### config.mk
export PLATFORM = sky130hd
export DESIGN_NAME = ddr_hp_mport_arbiter
export DESIGN_NICKNAME = d
export VERILOG_FILES = /design/src/rtl/ddr_hp_mport_pkg.sv /design/src/rtl/ddr_hp_mport_tag_fifo.sv /design/src/rtl/ddr_hp_mport_arbiter.sv
export SDC_FILE = /design/constraint.sdc
export NUM_CORES = 1
export LEC_CHECK = 0
export CAP_MARGIN = 15
export CORE_AREA = 2 2 372 374
export DETAILED_ROUTE_END_ITERATION = 12
export DIE_AREA = 0 0 374 376
export PLACE_DENSITY = 0.3
export SETUP_SLACK_MARGIN = 0.02
export SLEW_MARGIN = 25
export SYNTH_ARGS = -nofsm -noshare
export SYNTH_HDL_FRONTEND = slang
export SYNTH_SLANG_ARGS = --single-unit
### constraint.sdc
create_clock -name clk -period 4.72 [get_ports clk]
set_input_delay 0.944 -clock clk [delete_from_list [all_inputs] [get_ports clk]]
set_output_delay 0.944 -clock clk [all_outputs]
set_load 0.05 [all_outputs]
### src/rtl/ddr_hp_mport_pkg.sv
// Shared types and helpers for the DDR2 HP multi-port arbiter.
// Optional port-0 priority is enabled with DDR_HP_MPORT_PRIORITY_EN.
package ddr_hp_mport_pkg;

  typedef enum logic [1:0] {IDLE, RD_CMD, WR_BURST} state_e;

  // Tag fields are sized for the largest legal configuration (8 ports, 8-bit sizes)
  localparam int unsigned TAG_PORT_W = 3;
  localparam int unsigned TAG_CNT_W  = 8;
  localparam int unsigned STARVE_W   = 8;
  localparam logic [STARVE_W-1:0] STARVE_LIMIT = 8'd255;

  typedef struct packed {
    logic [TAG_PORT_W-1:0] port;
    logic [TAG_CNT_W-1:0]  remaining;
  } tag_t;

  function automatic int unsigned clog2(input int unsigned v);
    int unsigned r;
    r = 0;
    while ((32'd1 << r) < v) r++;
    return r;
  endfunction

endpackage

### src/rtl/ddr_hp_mport_tag_fifo.sv
// In-order read tag FIFO: each entry counts down its outstanding read beats
// and is popped when the last beat returns.
module ddr_hp_mport_tag_fifo
  import ddr_hp_mport_pkg::*;
#(
  parameter int unsigned DEPTH = 16
) (
  input  logic                  clk,
  input  logic                  reset,
  input  logic                  push_i,
  input  tag_t                  tag_i,
  input  logic                  dec_i,
  output logic [TAG_PORT_W-1:0] head_port_o,
  output logic                  full_o,
  output logic                  empty_o
);

  localparam int unsigned PTR_W = clog2(DEPTH);

  tag_t             mem_q [DEPTH];
  logic [PTR_W-1:0] wr_q;
  logic [PTR_W-1:0] rd_q;
  logic [PTR_W:0]   cnt_q;
  tag_t             head;
  logic             pop;
  logic             push_ok;
  logic             dec_ok;

  assign head        = mem_q[rd_q];
  assign head_port_o = head.port;
  assign full_o      = (cnt_q == (PTR_W+1)'(DEPTH));
  assign empty_o     = (cnt_q == '0);
  assign dec_ok      = dec_i && !empty_o;
  assign pop         = dec_ok && (head.remaining <= TAG_CNT_W'(1));
  // A push into a full FIFO is only safe when the head slot is freed this cycle
  assign push_ok     = push_i && (!full_o || pop);

  always_ff @(posedge clk) begin
    if (reset) begin
      wr_q  <= '0;
      rd_q  <= '0;
      cnt_q <= '0;
    end else begin
      if (push_ok) wr_q <= wr_q + PTR_W'(1);
      if (pop)     rd_q <= rd_q + PTR_W'(1);
      case ({push_ok, pop})
        2'b10:   cnt_q <= cnt_q + (PTR_W+1)'(1);
        2'b01:   cnt_q <= cnt_q - (PTR_W+1)'(1);
        default: cnt_q <= cnt_q;
      endcase
    end
  end

  always_ff @(posedge clk) begin
    if (push_ok) mem_q[wr_q] <= tag_i;
    if (dec_ok && !pop) mem_q[rd_q].remaining <= head.remaining - TAG_CNT_W'(1);
  end

endmodule

### src/rtl/ddr_hp_mport_arbiter.sv
// Multi-port Avalon front-end for the DDR2 HP controller local port.
// Define DDR_HP_MPORT_PRIORITY_EN for port-0 priority with starvation relief.
module ddr_hp_mport_arbiter
  import ddr_hp_mport_pkg::*;
#(
  parameter int unsigned NUM_PORTS = 2,
  parameter int unsigned DATA_W    = 160,
  parameter int unsigned ADDR_W    = 23,
  parameter int unsigned SIZE_W    = 3,
  parameter int unsigned TAG_DEPTH = 16
) (
  input  logic                            clk,
  input  logic                            reset,
  input  logic [NUM_PORTS-1:0]            p_read_req,
  input  logic [NUM_PORTS-1:0]            p_write_req,
  input  logic [NUM_PORTS-1:0]            p_burstbegin,
  input  logic [NUM_PORTS*ADDR_W-1:0]     p_addr,
  input  logic [NUM_PORTS*SIZE_W-1:0]     p_size,
  input  logic [NUM_PORTS*DATA_W-1:0]     p_wdata,
  input  logic [NUM_PORTS*DATA_W/8-1:0]   p_be,
  output logic [NUM_PORTS-1:0]            p_ready,
  output logic [NUM_PORTS-1:0]            p_rdata_valid,
  output logic [DATA_W-1:0]               p_rdata,
  output logic                            local_read_req,
  output logic                            local_write_req,
  output logic                            local_burstbegin,
  output logic [ADDR_W-1:0]               local_addr,
  output logic [SIZE_W-1:0]               local_size,
  output logic [DATA_W-1:0]               local_wdata,
  output logic [DATA_W/8-1:0]             local_be,
  input  logic                            local_ready,
  input  logic                            local_init_done,
  input  logic [DATA_W-1:0]               local_rdata,
  input  logic                            local_rdata_valid
);

  localparam int unsigned BE_W  = DATA_W / 8;
  localparam int unsigned PTR_W = clog2(NUM_PORTS);

  state_e                 state_q;
  logic [PTR_W-1:0]       g_q;
  logic [PTR_W-1:0]       rr_q;
  logic [SIZE_W-1:0]      beat_q;
  logic                   first_q;
  logic                   err_orphan_q;
  logic [31:0]            g_idx;
  logic [SIZE_W-1:0]      size_raw;
  logic [SIZE_W-1:0]      size_g;
  logic [SIZE_W-1:0]      beats_left;
  logic [NUM_PORTS-1:0]   elig;
  logic [PTR_W-1:0]       rr_pick;
  logic [PTR_W-1:0]       pick;
  logic                   arb_go;
  logic                   active;
  logic                   rd_acc;
  logic                   wr_acc;
  logic                   fifo_full;
  logic                   fifo_empty;
  logic [TAG_PORT_W-1:0]  head_port;
  tag_t                   push_tag;

  function automatic logic [PTR_W-1:0] next_port(input logic [PTR_W-1:0] p);
    return (p == PTR_W'(NUM_PORTS - 1)) ? '0 : p + PTR_W'(1);
  endfunction

  // Zero-latency command path from the granted port
  assign g_idx            = 32'(g_q);
  assign active           = (state_q != IDLE);
  assign size_raw         = p_size[g_idx*SIZE_W +: SIZE_W];
  assign size_g           = (size_raw == '0) ? SIZE_W'(1) : size_raw;
  assign local_addr       = p_addr[g_idx*ADDR_W +: ADDR_W];
  assign local_wdata      = p_wdata[g_idx*DATA_W +: DATA_W];
  assign local_be         = p_be[g_idx*BE_W +: BE_W];
  assign local_size       = size_g;
  assign local_read_req   = (state_q == RD_CMD) && p_read_req[g_q];
  assign local_write_req  = (state_q == WR_BURST) && p_write_req[g_q];
  assign local_burstbegin = active && p_burstbegin[g_q];
  assign rd_acc           = local_read_req && local_ready;
  assign wr_acc           = local_write_req && local_ready;
  assign beats_left       = (first_q ? size_g : beat_q) - SIZE_W'(1);
  assign p_rdata          = local_rdata;

  always_comb begin
    p_ready = '0;
    if (active) p_ready[g_q] = local_ready;
  end

  // Reads take precedence within a port; a read is ineligible while the tag FIFO is full
  always_comb begin
    for (int unsigned i = 0; i < NUM_PORTS; i++)
      elig[i] = p_read_req[i] ? !fifo_full : p_write_req[i];
  end

  always_comb begin
    logic found;
    found   = 1'b0;
    rr_pick = rr_q;
    for (int unsigned k = 0; k < NUM_PORTS; k++) begin
      int unsigned idx;
      idx = 32'(rr_q) + k;
      if (idx >= NUM_PORTS) idx = idx - NUM_PORTS;
      if (!found && elig[idx]) begin
        rr_pick = PTR_W'(idx);
        found   = 1'b1;
      end
    end
  end

  assign arb_go = (state_q == IDLE) && local_init_done && (|elig);

`ifdef DDR_HP_MPORT_PRIORITY_EN
  logic [STARVE_W-1:0] starve_q [1:NUM_PORTS-1];
  logic                starving;

  always_comb begin
    starving = 1'b0;
    for (int i = 1; i < NUM_PORTS; i++)
      if (elig[i] && (starve_q[i] == STARVE_LIMIT)) starving = 1'b1;
    pick = (elig[0] && !starving) ? '0 : rr_pick;
  end

  // Count port-0 wins while each other port waits; cleared when that port wins
  always_ff @(posedge clk) begin
    if (reset) begin
      for (int i = 1; i < NUM_PORTS; i++) starve_q[i] <= '0;
    end else if (arb_go) begin
      for (int i = 1; i < NUM_PORTS; i++) begin
        if (pick == PTR_W'(i))
          starve_q[i] <= '0;
        else if ((pick == '0) && elig[i] && (starve_q[i] != STARVE_LIMIT))
          starve_q[i] <= starve_q[i] + STARVE_W'(1);
      end
    end
  end
`else
  assign pick = rr_pick;
`endif

  always_ff @(posedge clk) begin
    if (reset) begin
      state_q      <= IDLE;
      g_q          <= '0;
      rr_q         <= '0;
      beat_q       <= '0;
      first_q      <= 1'b1;
      err_orphan_q <= 1'b0;
    end else begin
      case (state_q)
        IDLE: begin
          if (arb_go) begin
            g_q     <= pick;
            first_q <= 1'b1;
            state_q <= p_read_req[pick] ? RD_CMD : WR_BURST;
          end
        end
        RD_CMD: begin
          if (rd_acc) begin
            rr_q    <= next_port(g_q);
            state_q <= IDLE;
          end
        end
        WR_BURST: begin
          if (wr_acc) begin
            first_q <= 1'b0;
            beat_q  <= beats_left;
            if (beats_left == '0) begin
              rr_q    <= next_port(g_q);
              state_q <= IDLE;
            end
          end
        end
        default: state_q <= IDLE;
      endcase
      if (local_rdata_valid && fifo_empty) err_orphan_q <= 1'b1;
    end
  end

  always_comb begin
    push_tag.port      = TAG_PORT_W'(g_q);
    push_tag.remaining = TAG_CNT_W'(size_g);
  end

  ddr_hp_mport_tag_fifo #(.DEPTH(TAG_DEPTH)) u_tag_fifo (
    .clk         (clk),
    .reset       (reset),
    .push_i      (rd_acc),
    .tag_i       (push_tag),
    .dec_i       (local_rdata_valid),
    .head_port_o (head_port),
    .full_o      (fifo_full),
    .empty_o     (fifo_empty)
  );

  always_comb begin
    for (int i = 0; i < NUM_PORTS; i++)
      p_rdata_valid[i] = local_rdata_valid && !fifo_empty && (head_port == TAG_PORT_W'(i));
  end

endmodule
# After elaboration in Yosys (flattened, before gate mapping)
# Memories as Yosys holds them, arrays and structs flattened. A register that Yosys moved wholly into a read port is not among the register bits.
# Cells that the tools add are included.
op_classes:
  reduce_logical: 35
  magnitude_cmp: 8
  mul: 4
  div_mod_pow: 0
  muxes: 45
  n_eq_ne: 10
  n_shift: 4
  n_addsub: 10
  n_bitwise: 1
ops:
  columns: ["operator", "n"]
  rows:
  - ["indexed part select 320 x 10 -> 160 bit", 1]
  - ["less-than comparator 32 x 2 -> 1 bit (second input constant)", 2]
  - ["2-to-1 mux 32 bit", 2]
  - ["indexed part select 46 x 7 -> 23 bit", 1]
  - ["indexed part select 40 x 7 -> 20 bit", 1]
  - ["2-to-1 mux 1 bit", 28]
  - ["logical AND 1 bit", 15]
  - ["2-to-1 mux 2 bit", 6]
  - ["case mux 5 bit (2 select lines)", 1]
  - ["zero test 3 bit", 3]
  - ["adder 4 x 1 -> 4 bit (second input constant)", 2]
  - ["less-or-equal comparator 8 x 1 -> 1 bit (second input constant)", 1]
  - ["multiplier 1 x 3 -> 4 bit (second input constant)", 2]
  - ["2-to-1 mux 4 bit", 2]
  - ["AND reduction 4 bit", 2]
  - ["nonzero test 2 bit", 4]
  - ["subtractor 8 x 1 -> 8 bit (second input constant)", 1]
  - ["multiplier 1 x 5 -> 6 bit (second input constant)", 1]
  - ["2-to-1 mux 3 bit", 2]
  - ["case mux 2 bit (3 select lines)", 1]
  - ["indexed part select 6 x 4 -> 3 bit", 1]
  - ["adder 5 x 1 -> 5 bit (second input constant)", 1]
  - ["equality test 5 bit (second input constant)", 1]
  - ["zero test 5 bit", 1]
  - ["other kinds (25)", 35]
totals:
  mem_bits_ro: 0
  mem_bits_rw: 144
  reg_bits: 21
  latch_bits: 0
  input_bits: 583
  memories: 1
mem_list:
  columns: ["name", "depth", "width", "read_ports", "rd_ports_with_merged_regs", "write_ports", "line_no", "text"]
  rows:
  - ["u_tag_fifo.mem_q", 16, 9, 1, 1, 2, "ddr_hp_mport_tag_fifo.sv:20", "tag_t mem_q [DEPTH];"]

# Depth between registers and ports, before layout
logic_depth:
  ltp_word: 14
  depth_mapped: 20

# By module
# A second synthesis with hierarchy kept.
unflattened:
  hier_cells: 1315
  area_unflattened_um2: 14463.9
modules_own_cells:
  columns: ["module", "n_inst", "cells_each", "area_each_um2"]
  rows:
  - ["ddr_hp_mport_tag_fifo", 1, 836, 10128.5]
  - ["ddr_hp_mport_arbiter", 1, 479, 4335.4]

# Worst setup path after synthesis
# Ideal clock, no wire load.
synth_timing:
  path_kind: "register -> register"
  startpoint: "register with a tool-made name"
  endpoint: "register u_tag_fifo.cnt_q[4]"
  setup_ns: 0.123
  synth_period_minus_slack_ns: 4.373
  arrival_time_ns: 4.249
  t_required_ns: 4.597
  path_stages_with_launch: 19
  setup_slack_ns: 0.347
  path_cell_list: "dfxtp_1 buf_2 mux4_2 mux4_2 clkbuf_1 clkbuf_1 inv_1 ha_1 nor2_1 nor2_1 nand4_1 nor2_4 nand2_1 fa_1 nor2b_1 o21ai_0 nand2b_1 mux2i_1 mux2_1"
synth_rtl:
  columns: ["element", "line_no", "text"]
  rows:
  - ["to (signal assigned)", "ddr_hp_mport_tag_fifo.sv:47", "2'b10: cnt_q <= cnt_q + (PTR_W+1)'(1);"]
  - ["to (signal assigned)", "ddr_hp_mport_tag_fifo.sv:48", "2'b01: cnt_q <= cnt_q - (PTR_W+1)'(1);"]
  - ["to (signal assigned)", "ddr_hp_mport_tag_fifo.sv:49", "default: cnt_q <= cnt_q;"]
  - ["to (decl)", "ddr_hp_mport_tag_fifo.sv:23", "logic [PTR_W:0] cnt_q;"]

==> results.py <==
metrics = {
    "status": {
        "run_status": "finished clean",
    },
    "floorplanning": {
        "num_rows": 136,
        "fp.dieArea_um2": 141000,
        "start_util_pct": 9.14,
        "placeableCoreArea_um2": 137000,
        "die_y_um": 376,
        "top_level_ports": 956,
        "dieWidth_um": 374,
    },
    "detailed_routing": {
        "detailedRoute.firstIterationViolations": 831,
        "num_vias": 12000,
        "final_antenna_net_count": 0,
        "wl_per_cell_um": 39.5,
        "via_density": 3.47,
        "post_route_wl_mm": 137,
        "drt_first_pass_iters": 5,
        "remaining_drc_errors": 0,
    },
    "yosys": {
        "yosys_register_bits": 169,
        "synth_fp_nets": 1732,
        "synthesis.instances": 1133,
        "sequential_element_share_of_the_synthesized_area_pct": 38.6,
        "ys_async_sr_fraction_pct": 0,
        "synth.lib_cells_used.distinct": 57,
        "syn-cell-area_um2": 12500,
        "synth_flop_cell": "sky130_fd_sc_hd__edfxtp_1",
        "synthesis.area_per_instance_um2": 11.0,
        "number_of_warnings_reported_in_the_yosys_synthesis_log": 0,
        "number_of_enable_flip_flop_cells_after_synthesis": 144,
    },
    "clocking": {
        "tritoncts.num_buffers": 17,
        "clk_latency_ns": 0.46,
        "h-tree-depth": 4,
        "clock_tree.root_cell": "sky130_fd_sc_hd__clkbuf_16",
        "tritoncts": "done",
        "cts_setup_buffers": 0,
        "clock_pin_slew_worst_setup_and_hold_paths_ns": 0.07,
        "cts.sink_count": 169,
        "cts.hold.buffers_added": 0,
        "cts_resized": 0,
        "clock_path_buffers": 2,
    },
    "setup_path": {
        "max_fanout_on_critical_path": 22,
        "worst_stage_delay_on_the_critical_path_ns": 0.72,
        "critPathRequiredTime_ns": 5.07,
        "worstPathCellList": "buf_12, mux4_2, a22oi_1, nand3_1, or4_2, nor2_4, nand2_1, fa_1, nor2b_1, o21ai_0, nand2b_1, mux2i_1, mux2_1",
        "reg2reg_setup_slack_ns": 0.70,
        "worst_path_max_delay_cell": "sky130_fd_sc_hd__or4_2",
        "path_delay_family": "simple AND/OR/NAND/NOR gates",
        "critPathArrivalTime_ns": 4.37,
        "critical_path_class": "flop to flop",
        "critical_path_buf_inv_count": 1,
        "r2r-end": "u_tag_fifo.cnt_q[4]",
        "r2r_cells": 13,
        "setup.worst_path.start_class": "flop",
        "end_kind": "flop",
    },
    "timing": {
        "fin_worst_skew_ns": 0.0137,
        "fmaxAchievable_ghz": 0.249,
        "worst_slew_margin_rel_pct": 28.5,
        "worstMarginPinSlew_ns": 1.06,
        "final-setup-viol-count": 0,
        "post-route-min-period_ns": 4.02,
        "final-max-slew-violation-count": 0,
        "timing.final.crit_share_pct": 85.2,
        "tns_ns": 0,
        "final-hold-violation-count": 0,
        "hold_slack_ns": 0.484,
        "rsz0062_at_grt": "false",
    },
    "worst_hold_path": {
        "worstHoldPathType": "flop to flop",
        "worst_hold_path.num_cells": 2,
        "holdPathEnd": "rr_q",
        "hp-start": "rr_q",
    },
    "cells_and_area": {
        "area_delta_synth_final_pct": 66.8,
        "fillCellCount": 15300,
        "num-nets-final": 2248,
        "drive_above_1_share_pct": 30.6,
        "instances_no_fill": 3469,
    },
    "power_and_ir_drop": {
        "pwr-share-comb_pct": 35.9,
        "cell_internal_pwr_mw": 3.20,
        "finalPower_mw": 5.00,
        "power.share.clock_pct": 31.8,
        "static-leakage-power_nw": 6.89,
        "worst_ir_drop_vdd_mv": 0.258,
        "power_per_cell_area_nw_per_um2": 240,
        "netSwitchingFraction_pct": 35.9,
        "seqPwrFrac_pct": 32.3,
        "power_switching_mw": 1.79,
    },
    "job": {
        "max_cap_viol": 0,
    },
    "placement": {
        "port_buffers": 635,
        "dp_hpwl_mm": 124,
        "placed_cells_incl_taps": 3424,
        "global_placer_s_final_weighted_congestion": 0.988,
    },
    "global_routing": {
        "total_global_routing_overflow": 0,
        "largest_net_degree_at_the_start_of_global_routing": 73,
        "grt_pass1_vias": 12000,
        "first_pass_grt_wire_length_mm": 163,
        "grt_usage_pct": 18.8,
        "number_of_antenna_violations_at_the_first_check_in_global_routing": 106,
    },
}
worst reg2reg max path, cell delays in order (launching register included):
cell and delay (ns):
sky130_fd_sc_hd__dfxtp_2 0.37, sky130_fd_sc_hd__buf_12 0.23, sky130_fd_sc_hd__mux4_2 0.54, sky130_fd_sc_hd__a22oi_1 0.33
sky130_fd_sc_hd__nand3_1 0.14, sky130_fd_sc_hd__or4_2 0.72, sky130_fd_sc_hd__nor2_4 0.17, sky130_fd_sc_hd__nand2_1 0.12
sky130_fd_sc_hd__fa_1 0.45, sky130_fd_sc_hd__nor2b_1 0.12, sky130_fd_sc_hd__o21ai_0 0.09, sky130_fd_sc_hd__nand2b_1 0.10
sky130_fd_sc_hd__mux2i_1 0.21, sky130_fd_sc_hd__mux2_1 0.33
cells in the final DEF, fill, tap and decap left out, types with 7 or more instances in the layout:
master and instances:
sky130_fd_sc_hd__mux4_2 37, sky130_fd_sc_hd__nand3_1 19, sky130_fd_sc_hd__clkdlybuf4s50_1 550, sky130_fd_sc_hd__o21ai_1 16, sky130_fd_sc_hd__xnor2_1 7, sky130_fd_sc_hd__a21oi_1 12
sky130_fd_sc_hd__o22ai_1 49, sky130_fd_sc_hd__nor2_1 134, sky130_fd_sc_hd__dfxtp_1 23, sky130_fd_sc_hd__clkbuf_16 17, sky130_fd_sc_hd__edfxtp_1 144, sky130_fd_sc_hd__buf_4 186
sky130_fd_sc_hd__inv_1 20, sky130_fd_sc_hd__o31ai_4 16, sky130_fd_sc_hd__and3_1 17, sky130_fd_sc_hd__ha_1 15, sky130_fd_sc_hd__nor2_2 10, sky130_fd_sc_hd__mux2_2 204
sky130_fd_sc_hd__nor2b_1 10, sky130_fd_sc_hd__diode_2 14, sky130_fd_sc_hd__o21ai_0 8, sky130_fd_sc_hd__nand2_1 63, sky130_fd_sc_hd__mux2i_1 11
worst max path at each step:
stage	endpoint	depth (start not counted)	from	slack [ns]
6_report	u_tag_fifo.cnt_q[4]	13	flop	0.70
5_1_grt	u_tag_fifo.cnt_q[4]	15	flop	0.43
4_1_cts	p_rdata_valid[0]	6	flop	0.62
3_5_place_dp	u_tag_fifo.cnt_q[4]	13	flop	0.70
3_3_place_gp	u_tag_fifo.cnt_q[4]	13	flop	0.52
2_1_floorplan	u_tag_fifo.cnt_q[4]	18	flop	0.35
state kept, by name, summed over array words and instances, names as in the netlist, named ones only:
name and count:
u_tag_fifo.mem_q 144, u_tag_fifo.cnt_q 5, u_tag_fifo.rd_q 4, u_tag_fifo.wr_q 4, beat_q 3, state_q 2
first_q 1, g_q 1, rr_q 1
synthesized netlist by cell type (11+ instances only):
cell / n / share of area, %
sky130_fd_sc_hd__dfxtp_1: 25 / 4.0
sky130_fd_sc_hd__o21ai_1: 16 / 0.64
sky130_fd_sc_hd__nand3_1: 19 / 0.76
sky130_fd_sc_hd__inv_1: 20 / 0.60
sky130_fd_sc_hd__and3_1: 17 / 0.85
sky130_fd_sc_hd__mux2i_1: 11 / 0.88
sky130_fd_sc_hd__ha_1: 15 / 1.5
sky130_fd_sc_hd__o22ai_1: 49 / 2.5
sky130_fd_sc_hd__mux2_2: 204 / 18
sky130_fd_sc_hd__o31ai_4: 16 / 2.7
sky130_fd_sc_hd__a21oi_1: 12 / 0.48
sky130_fd_sc_hd__clkbuf_1: 52 / 1.6
sky130_fd_sc_hd__buf_4: 178 / 11
sky130_fd_sc_hd__nand2_1: 63 / 1.9
sky130_fd_sc_hd__mux4_2: 37 / 6.7
sky130_fd_sc_hd__xnor2_1: 11 / 0.77
sky130_fd_sc_hd__nor2_1: 134 / 4.0
sky130_fd_sc_hd__edfxtp_1: 144 / 35
per-stage QoR:
stage	worst slack [ns]	instance area, µm²	utilization, %
global route	0.426	20800	15.3
CTS	0.622	20800	15.2
floorplan	0.347	12500	-
finish	0.697	20800	15.3
global placement	0.517	20200	14.8
detailed placement	0.699	20200	14.8
layout make-up:
type | count | area, µm² | share of cell area [%]
diodes | 14 | 35.0 | 0.168
clock inverters | 13 | 203 | 0.972
repair buffers | 743 | 7030 | 33.7
flip-flops and latches | 169 | 4830 | 23.2
inverters | 21 | 78.8 | 0.378
multi-input cells | 697 | 6000 | 28.8
well taps | 1794 | 2240 | 10.8
clock buffers | 18 | 429 | 2.06
routing by layer:
layer | track usage [%] | vias up | routed length [µm]
li1 | - | 4985 | -
met5 | 0.858 | - | 336
met4 | 4.56 | 30 | 3590
met2 | 24.5 | 977 | 51500
met1 | 22.7 | 5870 | 55600
met3 | 15.8 | 164 | 26000
power by group through the flow:
stage | registers [mW] | logic, mW | clock network [mW]
finish | 1.61 | 1.79 | 1.59
detailed placement | 1.65 | 1.80 | 0
CTS | 1.61 | 1.81 | 1.62
floorplan | 1.64 | 1.12 | 0
global route | 1.61 | 1.87 | 1.66
global placement | 1.65 | 1.81 | 0
cell families after synthesis:
| family | Yosys count | synth area share, % |
|---|---|---|
| xor+xnor | 14 | 0.981 |
| compound gates | 129 | 8.50 |
| flops | 169 | 38.6 |
| buf+inv | 267 | 13.8 |
| simple gates | 284 | 10.3 |
| fa+ha+maj | 16 | 1.66 |
| mux | 254 | 26.1 |
(Power assumes the default switching activity.)
